## src/rtl/store_buffer_if.sv

```systemverilog
// Store buffer bus: pipeline store/load requests, fence handshake and data memory write port.
// slave is the buffer's view; master is the pipeline/memory side that drives requests.
interface store_buffer_if #(
  parameter int DM_ADDRESS = 9,
  parameter int DATA_W     = 32
);
  logic                  st_valid;
  logic                  st_ready;
  logic [DM_ADDRESS-1:0] st_addr;
  logic [DATA_W-1:0]     st_data;
  logic [2:0]            st_funct3;
  logic                  ld_valid;
  logic [DM_ADDRESS-1:0] ld_addr;
  logic                  ld_conflict;
  logic                  fence_req;
  logic                  fence_done;
  logic                  mem_we;
  logic [DM_ADDRESS-1:0] mem_addr;
  logic [DATA_W-1:0]     mem_wd;
  logic [2:0]            mem_funct3;
  logic [3:0]            mem_be;
  logic                  empty;

  modport slave (
    input  st_valid, st_addr, st_data, st_funct3, ld_valid, ld_addr, fence_req,
    output st_ready, ld_conflict, fence_done, mem_we, mem_addr, mem_wd, mem_funct3, mem_be, empty
  );

  modport master (
    output st_valid, st_addr, st_data, st_funct3, ld_valid, ld_addr, fence_req,
    input  st_ready, ld_conflict, fence_done, mem_we, mem_addr, mem_wd, mem_funct3, mem_be, empty
  );
endinterface

```

## src/rtl/store_buffer.sv

```systemverilog
// In-order store buffer between EX/MEM and data memory: drains when no load owns the port,
// flags load/store address hazards and supports a draining fence. Optional STORE_BUFFER_STATS_EN.
module store_buffer #(
  parameter int DEPTH      = 4,
  parameter int DM_ADDRESS = 9,
  parameter int DATA_W     = 32
) (
  input  logic clk,
  input  logic rst_n,
  store_buffer_if.slave bus
`ifdef STORE_BUFFER_STATS_EN
  ,
  output logic [31:0] stat_full_cycles,
  output logic [31:0] stat_conflict_cycles
`endif
);
  localparam int PTR_W = $clog2(DEPTH);
  localparam logic [PTR_W:0] FULL_COUNT = (PTR_W + 1)'(DEPTH);
  localparam logic [PTR_W:0] ONE_COUNT  = (PTR_W + 1)'(1);

  typedef enum logic {RUN, FENCE} state_t;

  state_t state, state_next;
  logic   fence_done_q, fence_done_next;

  logic [DM_ADDRESS-1:0] addr_q   [DEPTH];
  logic [DATA_W-1:0]     data_q   [DEPTH];
  logic [2:0]            funct3_q [DEPTH];

  logic [PTR_W-1:0] head, tail;
  logic [PTR_W:0]   count;
  logic             push, pop, addr_hit;

  assign bus.empty    = (count == '0);
  assign bus.st_ready = (count != FULL_COUNT) && (state != FENCE);
  assign push         = bus.st_valid && bus.st_ready;

  // Only slots inside the [head, head+count) window are live; everything else is ignored.
  always_comb begin
    // NOTE: a combinational result is given its default before the loop so no latch is inferred.
    addr_hit = 1'b0;
    for (int i = 0; i < DEPTH; i++) begin
      if (({1'b0, PTR_W'(PTR_W'(i) - head)} < count) && (addr_q[i] == bus.ld_addr))
        addr_hit = 1'b1;
    end
  end

  assign bus.ld_conflict = bus.ld_valid && addr_hit;
  // A conflicting load is stalled anyway, so the buffer takes the port and cannot deadlock.
  assign pop = !bus.empty && (!bus.ld_valid || bus.ld_conflict);

  assign bus.mem_we     = pop;
  assign bus.mem_addr   = addr_q[head];
  assign bus.mem_wd     = data_q[head];
  assign bus.mem_funct3 = funct3_q[head];
  assign bus.fence_done = fence_done_q;

  always_comb begin
    unique case (funct3_q[head])
      3'b000:  bus.mem_be = 4'b0001;
      3'b001:  bus.mem_be = 4'b0011;
      3'b010:  bus.mem_be = 4'b1111;
      default: bus.mem_be = 4'b0000;
    endcase
  end

  // NOTE: the entry array has no reset; liveness comes from head/count, which do reset.
  always_ff @(posedge clk) begin
    if (push) begin
      addr_q[tail]   <= bus.st_addr;
      data_q[tail]   <= bus.st_data;
      funct3_q[tail] <= bus.st_funct3;
    end
  end

  // NOTE: sequential state uses non-blocking assignments so every register sees pre-edge values.
  always_ff @(posedge clk or negedge rst_n) begin
    if (!rst_n) begin
      head  <= '0;
      tail  <= '0;
      count <= '0;
    end else begin
      if (push) tail <= tail + PTR_W'(1);
      if (pop)  head <= head + PTR_W'(1);
      unique case ({push, pop})
        2'b10:   count <= count + ONE_COUNT;
        2'b01:   count <= count - ONE_COUNT;
        default: count <= count;
      endcase
    end
  end

  always_ff @(posedge clk or negedge rst_n) begin
    if (!rst_n) begin
      state        <= RUN;
      fence_done_q <= 1'b0;
    end else begin
      state        <= state_next;
      fence_done_q <= fence_done_next;
    end
  end

  // Fence completes on the edge that leaves the buffer empty, including the final drain.
  always_comb begin
    state_next      = state;
    fence_done_next = 1'b0;
    unique case (state)
      RUN: begin
        if (bus.fence_req) state_next = FENCE;
      end
      FENCE: begin
        if ((count == '0) || ((count == ONE_COUNT) && pop)) begin
          state_next      = RUN;
          fence_done_next = 1'b1;
        end
      end
      default: state_next = RUN;
    endcase
  end

`ifdef STORE_BUFFER_STATS_EN
  always_ff @(posedge clk or negedge rst_n) begin
    if (!rst_n) begin
      stat_full_cycles     <= '0;
      stat_conflict_cycles <= '0;
    end else begin
      if (bus.st_valid && !bus.st_ready && (stat_full_cycles != '1))
        stat_full_cycles <= stat_full_cycles + 32'd1;
      if (bus.ld_conflict && (stat_conflict_cycles != '1))
        stat_conflict_cycles <= stat_conflict_cycles + 32'd1;
    end
  end
`endif

endmodule

```

## src/flat_wrapper.sv

```systemverilog
// flat-port wrapper written by rule: the top's interface ports become plain ports
module store_buffer_flat 
#(
  parameter int DEPTH      = 4,
  parameter int DM_ADDRESS = 9,
  parameter int DATA_W     = 32
)
  (clk, rst_n, bus_st_valid, bus_st_addr, bus_st_data, bus_st_funct3, bus_ld_valid, bus_ld_addr, bus_fence_req, bus_st_ready, bus_ld_conflict, bus_fence_done, bus_mem_we, bus_mem_addr, bus_mem_wd, bus_mem_funct3, bus_mem_be, bus_empty);
  store_buffer_if #(.DM_ADDRESS(DM_ADDRESS), .DATA_W(DATA_W)) bus_i ();
  input  logic clk;
  input  logic rst_n;
  input wire logic [$bits(bus_i.st_valid)-1:0] bus_st_valid;
  input wire logic [$bits(bus_i.st_addr)-1:0] bus_st_addr;
  input wire logic [$bits(bus_i.st_data)-1:0] bus_st_data;
  input wire logic [$bits(bus_i.st_funct3)-1:0] bus_st_funct3;
  input wire logic [$bits(bus_i.ld_valid)-1:0] bus_ld_valid;
  input wire logic [$bits(bus_i.ld_addr)-1:0] bus_ld_addr;
  input wire logic [$bits(bus_i.fence_req)-1:0] bus_fence_req;
  output wire logic [$bits(bus_i.st_ready)-1:0] bus_st_ready;
  output wire logic [$bits(bus_i.ld_conflict)-1:0] bus_ld_conflict;
  output wire logic [$bits(bus_i.fence_done)-1:0] bus_fence_done;
  output wire logic [$bits(bus_i.mem_we)-1:0] bus_mem_we;
  output wire logic [$bits(bus_i.mem_addr)-1:0] bus_mem_addr;
  output wire logic [$bits(bus_i.mem_wd)-1:0] bus_mem_wd;
  output wire logic [$bits(bus_i.mem_funct3)-1:0] bus_mem_funct3;
  output wire logic [$bits(bus_i.mem_be)-1:0] bus_mem_be;
  output wire logic [$bits(bus_i.empty)-1:0] bus_empty;
  assign bus_i.st_valid = bus_st_valid;
  assign bus_i.st_addr = bus_st_addr;
  assign bus_i.st_data = bus_st_data;
  assign bus_i.st_funct3 = bus_st_funct3;
  assign bus_i.ld_valid = bus_ld_valid;
  assign bus_i.ld_addr = bus_ld_addr;
  assign bus_i.fence_req = bus_fence_req;
  assign bus_st_ready = bus_i.st_ready;
  assign bus_ld_conflict = bus_i.ld_conflict;
  assign bus_fence_done = bus_i.fence_done;
  assign bus_mem_we = bus_i.mem_we;
  assign bus_mem_addr = bus_i.mem_addr;
  assign bus_mem_wd = bus_i.mem_wd;
  assign bus_mem_funct3 = bus_i.mem_funct3;
  assign bus_mem_be = bus_i.mem_be;
  assign bus_empty = bus_i.empty;
  store_buffer #(.DEPTH(DEPTH), .DM_ADDRESS(DM_ADDRESS), .DATA_W(DATA_W)) u_core (.clk(clk), .rst_n(rst_n), .bus(bus_i));
endmodule
```

## config.mk

```make
export PLATFORM = sky130hd
export DESIGN_NAME = store_buffer_flat
export DESIGN_NICKNAME = d
export VERILOG_FILES = /design/src/rtl/store_buffer_if.sv /design/src/rtl/store_buffer.sv /design/src/flat_wrapper.sv
export SDC_FILE = /design/constraint.sdc
export NUM_CORES = 1
export LEC_CHECK = 0
export ABC_AREA = 1
export CAP_MARGIN = 30
export CORE_ASPECT_RATIO = 1.2
export CORE_MARGIN = 3
export CORE_UTILIZATION = 56
export CTS_BUF_LIST = sky130_fd_sc_hd__clkbuf_4 sky130_fd_sc_hd__clkbuf_8
export CTS_CLUSTER_DIAMETER = 200
export DETAILED_ROUTE_END_ITERATION = 7
export PLACE_DENSITY = 0.82
export SYNTH_ARGS = -nofsm -noshare
export SYNTH_HDL_FRONTEND = slang
export SYNTH_SLANG_ARGS = --single-unit
export TNS_END_PERCENT = 100
```

## constraint.sdc

```tcl
create_clock -name clk -period 4 [get_ports clk]
set_clock_uncertainty 0.2 [all_clocks]
set_input_delay 0.8 -clock clk [delete_from_list [all_inputs] [get_ports clk]]
set_output_delay 0.8 -clock clk [all_outputs]
set_load 0.02 [all_outputs]
```

-- Yosys cells after proc, flatten, opt, wreduce, memory -nomap -nowiden
Memory sizes are Yosys's and may differ from the RTL's.
Index checks and enable logic that the tools add are counted.
- register bits: 9
- memory bits (writable): 176
- bits of input ports: 58
- output and inout port bits: 53
- logic and storage cells: 60
- memories kept: 3
- add/subtract/negate cells: 8
- $lt $le $gt $ge: 4
- eq/ne operators: 10
- muxes and demuxes: 13
- bitwise logic cells: 1
- reduce and logical (&&, ||, !) cells: 16
- memory list (memory ; words ; bits a word ; rd ports ; clocked after memory_dff ; wr ports ; RTL line ; source):
    u_core.data_q ; 4 ; 32 ; 1 ; 0 ; 1 ; store_buffer.sv:27 ; logic [DATA_W-1:0] data_q [DEPTH];
    u_core.addr_q ; 4 ; 9 ; 5 ; 0 ; 1 ; store_buffer.sv:26 ; logic [DM_ADDRESS-1:0] addr_q [DEPTH];
    u_core.funct3_q ; 4 ; 3 ; 1 ; 0 ; 1 ; store_buffer.sv:28 ; logic [2:0] funct3_q [DEPTH];
- operators with widths (operator ; number):
    equality test 9 bit ; 4
    less-than comparator 2 x 3 -> 1 bit ; 4
    one-hot mux 4 bit (3 select lines) ; 1
    2-to-1 mux 1 bit ; 10
    logical AND 1 bit ; 9
    equality test 3 x 1 -> 1 bit, second input constant ; 2
    logical NOT 3 bit ; 2
    one-hot mux 3 bit (2 select lines) ; 1
    adder 2 x 1 -> 2 bit, second input constant ; 2
    subtractor 1 x 2 -> 2 bit, first input constant ; 2
    subtractor 2 bit, first input constant ; 2
    adder 3 x 1 -> 3 bit, second input constant ; 1
    equality test 3 x 2 -> 1 bit, second input constant ; 1
    != test 3 bit, second input constant ; 1
    subtractor 3 x 1 -> 3 bit, second input constant ; 1
    equality test 2 x 1 -> 1 bit, second input constant ; 1
    equality test 2 bit, second input constant ; 1
    logical NOT 1 bit ; 2
    logical OR 1 bit ; 2
    one-hot mux 1 bit (2 select lines) ; 1
    nonzero test 2 bit ; 1
    inverter 1 bit ; 1

-- Depth between registers and ports, before layout
Gate-level depths: netlist (run 1).
- depth after elaboration: 14
- mapped depth: 20
- mapped depth without buffers: 20

-- Worst setup path after synthesis (run 1)
Ideal clock, no wire load.
- kind: reg-to-reg
- start point: reg u_core.count[0]
- end point: mem u_core.addr_q[0][0] (enable)
- arrival time: 3.290 ns
- data required time: 3.354 ns
- path slack: 0.065 ns
- stages on the path, launching flop included: 6
- path buffers: 0
- period minus slack after synthesis: 3.935 ns
- cells stage by stage: dfrtp_1 > inv_1 > ha_1 > a21oi_1 > nand2_1 > nor2_1
- cells in the longest elaborated chain, start to end: 5
- ends and longest elaborated chain (item ; RTL line ; source):
    from (decl) ; store_buffer.sv:31 ; logic [PTR_W:0] count;
    from (signal assigned) ; store_buffer.sv:86 ; 2'b10: count <= count + ONE_COUNT;
    from (signal assigned) ; store_buffer.sv:87 ; 2'b01: count <= count - ONE_COUNT;
    from (signal assigned) ; store_buffer.sv:88 ; default: count <= count;
    != test 3 bit ; store_buffer.sv:35 ; assign bus.st_ready = (count != FULL_COUNT) && (state != FENCE);
    logical AND 1 bit ; store_buffer.sv:35 ;
    net bus_st_ready ; flat_wrapper.sv:19 ; output wire logic [$bits(bus_i.st_ready)-1:0] bus_st_ready;
    logical AND 1 bit ; store_buffer.sv:36 ; assign push = bus.st_valid && bus.st_ready;
    2-to-1 mux 1 bit ; store_buffer.sv:69 ; if (push) begin
    2-to-1 mux 1 bit (not written as such) ; store_buffer.sv:70 ; addr_q[tail] <= bus.st_addr;
    to (decl) ; store_buffer.sv:26 ;
The timed path passes the listed nets, and every way through them passes these cells.

-- Worst setup path in the final report (run 1)
- start point: reg u_core.head[1]
- end point: out bus_mem_we
- cells in the longest elaborated chain, start to end: 10
- elaborated cells between the ends (all ways): 19
- ends and longest elaborated chain (item ; RTL line ; source):
    from (decl) ; store_buffer.sv:30 ; logic [PTR_W-1:0] head, tail;
    from (signal assigned) ; store_buffer.sv:84 ; if (pop) head <= head + PTR_W'(1);
    subtractor 1 x 2 -> 2 bit ; store_buffer.sv:43 ; if (({1'b0, PTR_W'(PTR_W'(i) - head)} < count) && (addr_q[i] == bus.ld_addr))
    less-than comparator 2 x 3 -> 1 bit ; store_buffer.sv:43 ;
    logical AND 1 bit ; store_buffer.sv:43 ;
    2-to-1 mux 1 bit (3 in a row) ; store_buffer.sv:43 ;
    2-to-1 mux 1 bit * ; store_buffer.sv:43 ;
    logical AND 1 bit * ; store_buffer.sv:48 ; assign bus.ld_conflict = bus.ld_valid && addr_hit;
    logical OR 1 bit * ; store_buffer.sv:50 ; assign pop = !bus.empty && (!bus.ld_valid || bus.ld_conflict);
    logical AND 1 bit * ; store_buffer.sv:50 ;
    to (decl) ; flat_wrapper.sv:22 ; output wire logic [$bits(bus_i.mem_we)-1:0] bus_mem_we;
Mark *: on every way between the ends. The rest lies on a longest branch, timed or not.

==> summary.md, run 1 <==
| Metric | Value |
|---|---|
| Status | finished clean |
| # DRC | 0 |
| Largest net degree at the start of global routing | 36 |
| Total track usage | 0.226 |
| Setup-failing EPs final | 0 |
| Multi-input logic area | between 1500 and 2000 um^2 |
| Tmin final | about 3.8 ns |
| R2r setup slk | 1.00 ns |
| Crit path max-delay family | simple AND/OR/NAND/NOR gates |
| Sequential fraction of the synthesis area | 0.723 |
| Worst path max stage delay | 0.45 ns |
| Worst hold path type | reg -> reg |
| Peak supply drop | around 0.0005 V |
| Layout Nets | about 800 |
| Largest area contributor in the netlist | edfxtp_1 |
| CTS Buffer Depth | 2 |
| I/O pin count | between 100 and 150 |
| Fin. Hold Viols | 0 |
| Buf/Inv on CP | 4 |
| Fmax | around 270 MHz |
| Vias in the first global route | between 5k and 6k |
| Top post-synthesis cells by area | edfxtp_1 (69%), nand2_1 (7.7%), a22oi_1 (6.1%) |
| Crit-path slowest cell | dfrtp_1 |
| Critical path arrival | around 2.8 ns |
| FF-to-FF Start | u_core.head[1] |
| Die X | 112 um |
| Post-route setup slack | 0.242 ns |
| HP Start | u_core.count[1] |
| Max_slew headroom | 0.610 |
| Fillers | just over 900 |
| Initial core utilization | 0.576 |
| TritonCTS clock tree | done |
| Crit. End Element | output pin |
| Max cap viols | 0 |
| Final core occ | 0.713 |
| Vias after detailed routing | about 5k |
| Final HPWL DP | ~11,000 um |
| Routability congestion estimate | roughly 0.96 |
| Worst EP required | 3.00 ns |
| Sequential cell area | about 5500 um^2 |
| Fraction of layout cells with a size suffix above 1 | 0.102 |
| Fin Hold WS | between 0.3 and 0.4 ns |
| Avg Inst Size Synth | 12.8 um^2 |
| Hold path depth | 2 |
| N_diodes | 0 |
| Clk Tree Root Cell | clkbuf_8 |
| Wire length per cell | roughly 18 um |
| H-tree lvl count | 4 |
| First-pass GRT wire length | roughly 26,000 um |
| Number of routed nets with antenna violations | 0 |
| Hold endpoint | u_core.count[1] |
| Tightest Pin Transition | slightly below 0.6 ns |
| Share of the synthesized area in the top cell type | 0.694 |
| Pwr Total | ~0.0067 W |
| Inserted Clock Buffers | 17 |
| Pwr dens | around 700 nW/um^2 |
| Clock transition at path regs | 0.10 ns |
| Final wirelength | roughly 16,000 um |
| R2R depth | 19 |
| Worst R2R End | u_core.count[2] |
| Startpoint Class | flop |
| CP max FO | 5 |
| Final max-slew violation count | 0 |
| Cell mode on critical path | nand2_1 |
| Final TNS setup | 0 ns |
| Period utilisation layout | 0.940 |
| DRT Pass-1 Iters | 5 |
| RSZ-0062 raised after global routing | false |
| YS warnings | 0 |
| Via-per-instance ratio | approximately 5.6 |
| Initial antenna violation count | 0 |
| CP cell instances | inv_2 > nand2_2 > nand2_1 > inv_1 > ha_1 > nand2_1 > nand2_1 > nand2_1 > nand3_1 > nor2_1 > nor2_2 > nand3_2 > nand2_1 > inv_1 > dlygate4sd2_1 |
| Cell Area, Synth | between 7000 and 8000 um^2 |
| Post-synth cell types | 28 |
| DP Worst Slack | approximately 0.043 ns |
| Die ar. | roughly 15,000 um^2 |
| Syn nets | about 670 |
| Clk sink count | 185 |
| Pleak | ~3.6 nW |
| Number of DRC markers in iteration 0 | between 400 and 500 |
| PortBufs | 110 |
| Die Ht | approximately 130 um |
| Post-Synthesis Cells | slightly below 600 |
| Setup CP Type | reg -> out |
| Area growth syn-to-layout | 23.8% |
| #FFs+latches synth | between 150 and 200 |
| GR Overflow Total | 0 |
| Std-Cell Rows | 46 |
| Core Footprint | approximately 13,000 um^2 |
| Worst-skew pair later-pin latency | approximately 0.45 ns |
worst max-delay path by stage:
stage	start	to	slack (ns)	depth (start not counted)
finish	u_core.head[1]	bus_mem_we	0.24	15
global route	u_core.head[1]	bus_mem_be[2]	0.03	9
CTS	u_core.head[0]	bus_ld_conflict	0.09	13
detailed placement	bus_ld_addr[1]	bus_mem_we	0.04	12
global placement	bus_ld_addr[1]	bus_mem_we	0.09	12
floorplan	u_core.count[0]	u_core.addr_q[0][0]	0.06	5
synth_stat cells:
master and count:
xnor2_1 6, buf_6 1, inv_1 49, a21boi_1 1
nand2_1 156, o221ai_1 4, nor2_2 2, a221o_1 1
xor2_1 5, nand2_2 2, dfrtp_1 9, clkbuf_1 3
a21oi_1 6, nor2_1 32, o22ai_1 3, nand3_2 1
ha_1 13, a22oi_1 62, buf_2 12, buf_4 1
nand3_1 19, o21ai_0 5, o21ai_1 5, inv_2 16
a21oi_2 1, o2111ai_1 1, edfxtp_1 176, a221oi_2 3
cell usage in the layout, fill, tap and decap left out, types with 2 or more instances in the layout:
cell type | synthesis | layout
clkbuf_8 | 0 | 17
o22ai_1 | 3 | 3
edfxtp_1 | 176 | 176
nor2_2 | 2 | 2
clkinv_8 | 0 | 2
inv_8 | 0 | 6
nor2_4 | 0 | 5
ha_1 | 13 | 13
inv_1 | 49 | 49
o221ai_1 | 4 | 4
nand2_1 | 156 | 156
inv_2 | 16 | 16
o21ai_1 | 5 | 5
o21ai_0 | 5 | 5
buf_12 | 0 | 5
a21oi_1 | 6 | 6
clkdlybuf4s50_1 | 0 | 108
a221oi_2 | 3 | 2
a22oi_1 | 62 | 62
buf_4 | 1 | 7
dfrtp_1 | 9 | 8
clkinv_4 | 0 | 3
xor2_1 | 5 | 5
nand2_2 | 2 | 2
inv_6 | 0 | 2
xnor2_1 | 6 | 6
nand3_1 | 19 | 19
nor2_1 | 32 | 27
through the flow:
| stage | area [um^2] | std cells |
|---|---|---|
| finish | 9430 | 900 |
| global route | 9430 | 900 |
| CTS | 9420 | 900 |
| detailed placement | 9030 | 868 |
| global placement | 9030 | 868 |
| floorplan | 7620 | 595 |
state kept, by name (all words and copies together), names as in the netlist:
name                   flops
u_core.data_q            128
u_core.addr_q             36
u_core.funct3_q           12
u_core.count               3
u_core.head                2
u_core.tail                2
u_core.bus.fence_done      1
u_core.state               1
timing repair:
action                     in CTS  in global routing
hold buffers                    0                  0
hold endpoints to repair        0                  0
setup endpoints to repair       1                  5
resized for setup               1                  3
buffers inserted                0                  0
final cells by class:
| type | count | area share |
|---|---|---|
| sequential | 185 | 0.584 |
| multi-input combinational | 328 | 0.193 |
| timing repair buffer | 122 | 0.133 |
| inverter | 65 | 0.0259 |
| clock buffer | 17 | 0.0248 |
| tap | 168 | 0.0223 |
| clock inverter | 15 | 0.0166 |
metal layers:
metal | share of wire | global-route usage | up-vias
li1 | - | - | 2355
met1 | 0.39 | 0.273 | 2402
met2 | 0.51 | 0.386 | 220
met3 | 0.077 | 0.0627 | 32
met4 | 0.023 | 0.0868 | 0
met5 | 0 | 0 | -
power by group:
part | internal [W] | switching (W)
logic | 0.00121 | 0.00178
clock network | 0.000469 | 0.000713
registers | 0.00243 | 0.000128
worst min-delay path: cells and delay by family, from the launching register on:
kind | cells | cell delay [ns]
DFF | 1 | 0.38
AOI/OAI and AO/OA | 1 | 0.07
and+or+nand+nor | 1 | 0.06
logic make-up after synthesis:
group	Yosys count	synth area share
AND/OR/NAND/NOR	212	0.110
flip-flops	185	0.723
AO/OA/AOI/OAI	92	0.0892
buffers and inverters	82	0.0439
adder cells (fa/ha/maj)	13	0.0214
XOR/XNOR	11	0.0126
(Power assumes the default switching activity.)
==> inputs of run 2 (changes only) <==
==> constraint.sdc (replaced) <==
create_clock -name clk -period 4.2 [get_ports clk]
set_clock_uncertainty 0.2 [all_clocks]
set_input_delay 0.84 -clock clk [delete_from_list [all_inputs] [get_ports clk]]
set_output_delay 0.84 -clock clk [all_outputs]
set_load 0.02 [all_outputs]
==> summary.md, run 2 (synthesis results as in run 1) <==
| Metric | Value |
|---|---|
| Worst-skew pair later-pin latency | 0.44 ns |
| Sw frac | 0.390 |
| Final wirelength | between 15,000 and 20,000 um |
| Period utilisation layout | 0.937 |
| Final TNS setup | 0 ns |
| Setup-failing EPs final | 0 |
| Die ar. | around 15,000 um^2 |
| Wire length per cell | roughly 19 um |
| Max_slew headroom | 0.539 |
| FF-to-FF Start | u_core.head[1] |
| Commonest non-fill, non-tap cell in the layout | edfxtp_1 |
| Largest register FFs | 128 |
| Max cap viols | 0 |
| Area growth syn-to-layout | 23.0% |
| R2r setup slk | ~1.2 ns |
| Clock share of power | 0.171 |
| Fmax | between 200 and 300 MHz |
| Pwr Total | around 0.0064 W |
| Final max-slew violation count | 0 |
| Worst setup startpoint | bus_ld_addr[1] |
| DRT Pass-1 Iters | 5 |
| Std-Cell Rows | 46 |
| End of the critical path | bus_ld_conflict |
| Comb pwr share | 0.446 |
| Fraction of layout cells with a size suffix above 1 | 0.0986 |
| P_int | a little under 0.004 W |
| First-pass GRT wire length | around 26,000 um |
| PortBufs | 110 |
| Largest regs | u_core.data_q: 128 flops, u_core.addr_q: 36 flops, u_core.funct3_q: 12 flops |
| Fillers | approximately 940 |
| Most frequent cells in the layout | edfxtp_1 (176), nand2_1 (156), clkdlybuf4s50_1 (109), a22oi_1 (62), inv_1 (49) |
| Inserted Clock Buffers | 17 |
| Die X | between 100 and 150 um |
| Pleak | around 3.6 nW |
| Vias in the first global route | 5,249 |
| Fin. Hold Viols | 0 |
| Number of routed nets with antenna violations | 0 |
| Pwr dens | a little under 700 nW/um^2 |
| N_diodes | 0 |
| Final core occ | 0.708 |
| Post-route setup slack | approximately 0.27 ns |
| Largest register by flop count | u_core.data_q |
| Worst EP required | around 3.2 ns |
| Worst hold path type | reg -> reg |
| Setup CP Type | in -> out |
| Crit-path slowest cell | clkdlybuf4s50_1 |
| Clk sink count | approximately 190 |
| Vias after detailed routing | just over 5k |
| CTS Buffer Depth | 2 |
| Clock transition at path regs | about 0.09 ns |
| R2R depth | 19 |
| Initial antenna violation count | 0 |
| Core Footprint | 13,200 um^2 |
| Routability congestion estimate | ~0.95 |
| Seq pwr share | 0.383 |
| CP max FO | 6 |
| # Post-CTS Setup Buffers | 0 |
| Largest net degree at the start of global routing | 30 |
| Fin Hold WS | around 0.33 ns |
| DP Worst Slack | between 0.15 and 0.2 ns |
| Final HPWL DP | ~11,000 um |
| Peak supply drop | ~0.00047 V |
| Status | finished clean |
| Worst R2R End | u_core.count[2] |
| Clk Tree Root Cell | clkbuf_8 |
| Critical path arrival | 2.89 ns |
| Via-per-instance ratio | roughly 5.6 |
| # DRC | 0 |
| Crit. End Element | output pin |
| H-tree lvl count | 4 |
| Worst path max stage delay | 0.63 ns |
| I/O pin count | about 110 |
| Tightest Pin Transition | ~0.69 ns |
| Initial core utilization | 0.576 |
| Startpoint Class | primary input |
| Sw power | 0.00248 W |
| GR Overflow Total | 0 |
| TritonCTS clock tree | done |
| RSZ-0062 raised after global routing | false |
| Total track usage | 0.228 |
| Tmin final | ~3.9 ns |
| Number of DRC markers in iteration 0 | ~380 |
| Layout Nets | roughly 800 |
| Die Ht | about 130 um |
| CP cell instances | clkdlybuf4s50_1 > inv_2 > nand2_1 > nand2_1 > nor2_1 > nand3_1 > nor2_1 > nor2_2 > a21boi_1 > clkdlybuf4s50_1 |
==> run 2: cell count changes in the layout (fill, tap and decap cells not counted) <==
cell             delta
clkinv_1            +1
a221oi_2            +1
buf_12              -1
clkinvlp_4          +2
clkinv_8            -2
clkdlybuf4s50_1     +1
inv_8               -1
a221oi_4            -1
buf_4               -1
inv_6               +1
clkinv_4            -1
dlygate4sd2_1       -1
==> run 2: repair_timing <==
action | CTS | global route
endpoints found under the hold margin | 0 | 0
hold buffers | 0 | 0
endpoints found under the setup margin | 0 | 1
resized for setup | 0 | 2
==> run 2: critical path, delay by kind of cell <==
family          cells  cell delay (ns)
simple gates        6             0.61
compound gates      1             0.15
buf+inv             3             1.29
==> run 2: through the flow <==
stage	std cells	cell area, um^2
floorplan	595	7620
global placement	866	9000
detailed placement	866	9000
CTS	898	9370
global route	898	9370
finish	898	9370
==> run 2: worst min path at each step <==
stage	endpoint	slack, ns	cells after the start	from
floorplan	u_core.count[1]	0.28	2	u_core.count[1]
global placement	u_core.count[1]	0.29	2	u_core.count[1]
detailed placement	u_core.count[1]	0.32	2	u_core.count[1]
CTS	u_core.count[1]	0.34	2	u_core.count[1]
global route	u_core.count[1]	0.36	2	u_core.count[1]
finish	u_core.count[1]	0.33	2	u_core.count[1]
==> run 2: area by class of cell <==
cell class	count	area, um^2	area share
clock buffers	17	234	0.0250
clock inverters	15	131	0.0140
inverters	65	244	0.0260
multi-input cells	328	1810	0.193
flip-flops and latches	185	5510	0.588
well taps	168	210	0.0224
repair buffers	120	1230	0.131
==> run 2: metal layers <==
metal	vias up	GRT usage	wire, um
met3	32	0.0623	1400
met1	2411	0.276	6390
li1	2355	-	-
met2	232	0.394	8690
met5	-	0	0
met4	0	0.0835	313
==> run 2: power groups by stage <==
| stage | Clock, W | Sequential, W | Combinational, W |
|---|---|---|---|
| floorplan | 0 | 0.00246 | 0.00159 |
| global placement | 0 | 0.00245 | 0.00279 |
| detailed placement | 0 | 0.00247 | 0.00284 |
| CTS | 0.00110 | 0.00243 | 0.00286 |
| global route | 0.00119 | 0.00245 | 0.00306 |
| finish | 0.00109 | 0.00243 | 0.00283 |
==> RTL change (settings of run 2) <==
`DEPTH` is set to 4 in 2 places; all go to 2.
--- a/src/rtl/store_buffer.sv
+++ b/src/rtl/store_buffer.sv
@@ -1,7 +1,7 @@
 // In-order store buffer between EX/MEM and data memory: drains when no load owns the port,
 // flags load/store address hazards and supports a draining fence. Optional STORE_BUFFER_STATS_EN.
 module store_buffer #(
-  parameter int DEPTH      = 4,
+  parameter int DEPTH      = 2,
   parameter int DM_ADDRESS = 9,
   parameter int DATA_W     = 32
 ) (
--- a/src/flat_wrapper.sv
+++ b/src/flat_wrapper.sv
@@ -1,7 +1,7 @@
 // flat-port wrapper written by rule: the top's interface ports become plain ports
 module store_buffer_flat 
 #(
-  parameter int DEPTH      = 4,
+  parameter int DEPTH      = 2,
   parameter int DM_ADDRESS = 9,
   parameter int DATA_W     = 32
 )
Check against the original RTL: not equivalent (a bounded check fails within 4 cycles, from zero or initial values and one cycle with rst_n low).
==> RTL change against run 2 <==
Cell area down 43%. Routed wire length down 49%. Area after synthesis down 48%. Register-to-register slack better by 0.63 ns. Power down 46%. Non-clock buffer count down 6. Clock power down 52%. Largest power group unchanged. First-iteration DRC count down 51%. Cell count down 38%. Synthesized cell count down 41%. Hold slack worse by 0.0056 ns. Worst setup slack better by 0.21 ns. Sequential cell count down 91. Sequential share of layout area down 6.3 points.
==> RTL change: results (changes against run 2) <==
set qor(power.ir.vdd_worst_mv) 0.552 ;# was 0.468 mV
set qor(grt_pass1_wl_um) 13500 ;# was 26200 um
set qor(hold-path-endpoint) {u_core.state$_DFF_PN0_} ;# was u_core.count[1]$_DFFE_PN0P_
set qor(relative_slew_margins_pct) 65.1 ;# was 53.9%
set qor(timing.final.crit_share_pct) 88.7 ;# was 93.7%
set qor(arrival_time_worst_endpoint_ns) 2.68 ;# was 2.89 ns
set qor(r2r_setup_slack_ns) 1.83 ;# was 1.20 ns
set qor(postSynthRegisterBits) 94 ;# was 185
set qor(h_tree_lvls) 3 ;# was 4
set qor(drt_iter0_markers) 186 ;# was 377
set qor(gr-usage-met3_pct) 4.34 ;# was 6.23%
set qor(outcome) {finished, final reports clean} ;# unchanged
set qor(clk_share_pct) 3.24 ;# was 3.90%
set qor(final_nets) 528 ;# was 788
set qor(layout_cells_sized_above_1_pct) 6.16 ;# was 9.86%
set qor(vias) 2815 ;# was 5030
set qor(seqCellArea_mm2) 0.00279 ;# was 0.00551 mm^2
set qor(synth_enable_flop_cells) 88 ;# was 176
set qor(placement.setup.worst_slack_ns) 0.470 ;# was 0.172 ns
set qor(largest_registers) {u_core.data_q x64, u_core.addr_q x18, u_core.funct3_q x6} ;# was u_core.data_q x128, u_core.addr_q x36, u_core.funct3_q x12
set qor(gp_congestion) 0.853 ;# was 0.955
set qor(reg2regPathDepth) 6 ;# was 19
set qor(avgRoutedWirePerCell_um) 15.3 ;# was 18.7 um
set qor(netlist_instances) 351 ;# was 595
set qor(list_of_most_frequent_post_synthesis_cells) {nand2_1, edfxtp_1, nor2_1} ;# was edfxtp_1, nand2_1, a22oi_1
[RTL change: report_power, final]
part	total [W]	internal (W)	leakage [nW]	switching, W
Sequential	0.00131	0.00125	0.878	0.0000673
Combinational	0.00161	0.000656	1.14	0.000952
Clock	0.000528	0.000215	0.0793	0.000313
[RTL change: worst max-delay path, stage by stage]
cell             delay, ns
clkdlybuf4s50_1       0.50
xnor2_1               0.25
nand2_1               0.07
nor2_1                0.10
nand3_1               0.09
nand3_2               0.09
nand2_1               0.07
inv_1                 0.07
clkdlybuf4s50_1       0.60
[RTL change: cell families (layout without fill, tap and decap cells)]
group,count (synthesis),after routing,synth area share (%)
adder cells (fa/ha/maj),4,4,1.27
AO/OA/AOI/OAI,22,22,3.18
XOR/XNOR,13,13,2.89
buffers and inverters,34,154,3.40
AND/OR/NAND/NOR,184,184,18.4
flip-flops,94,94,70.9
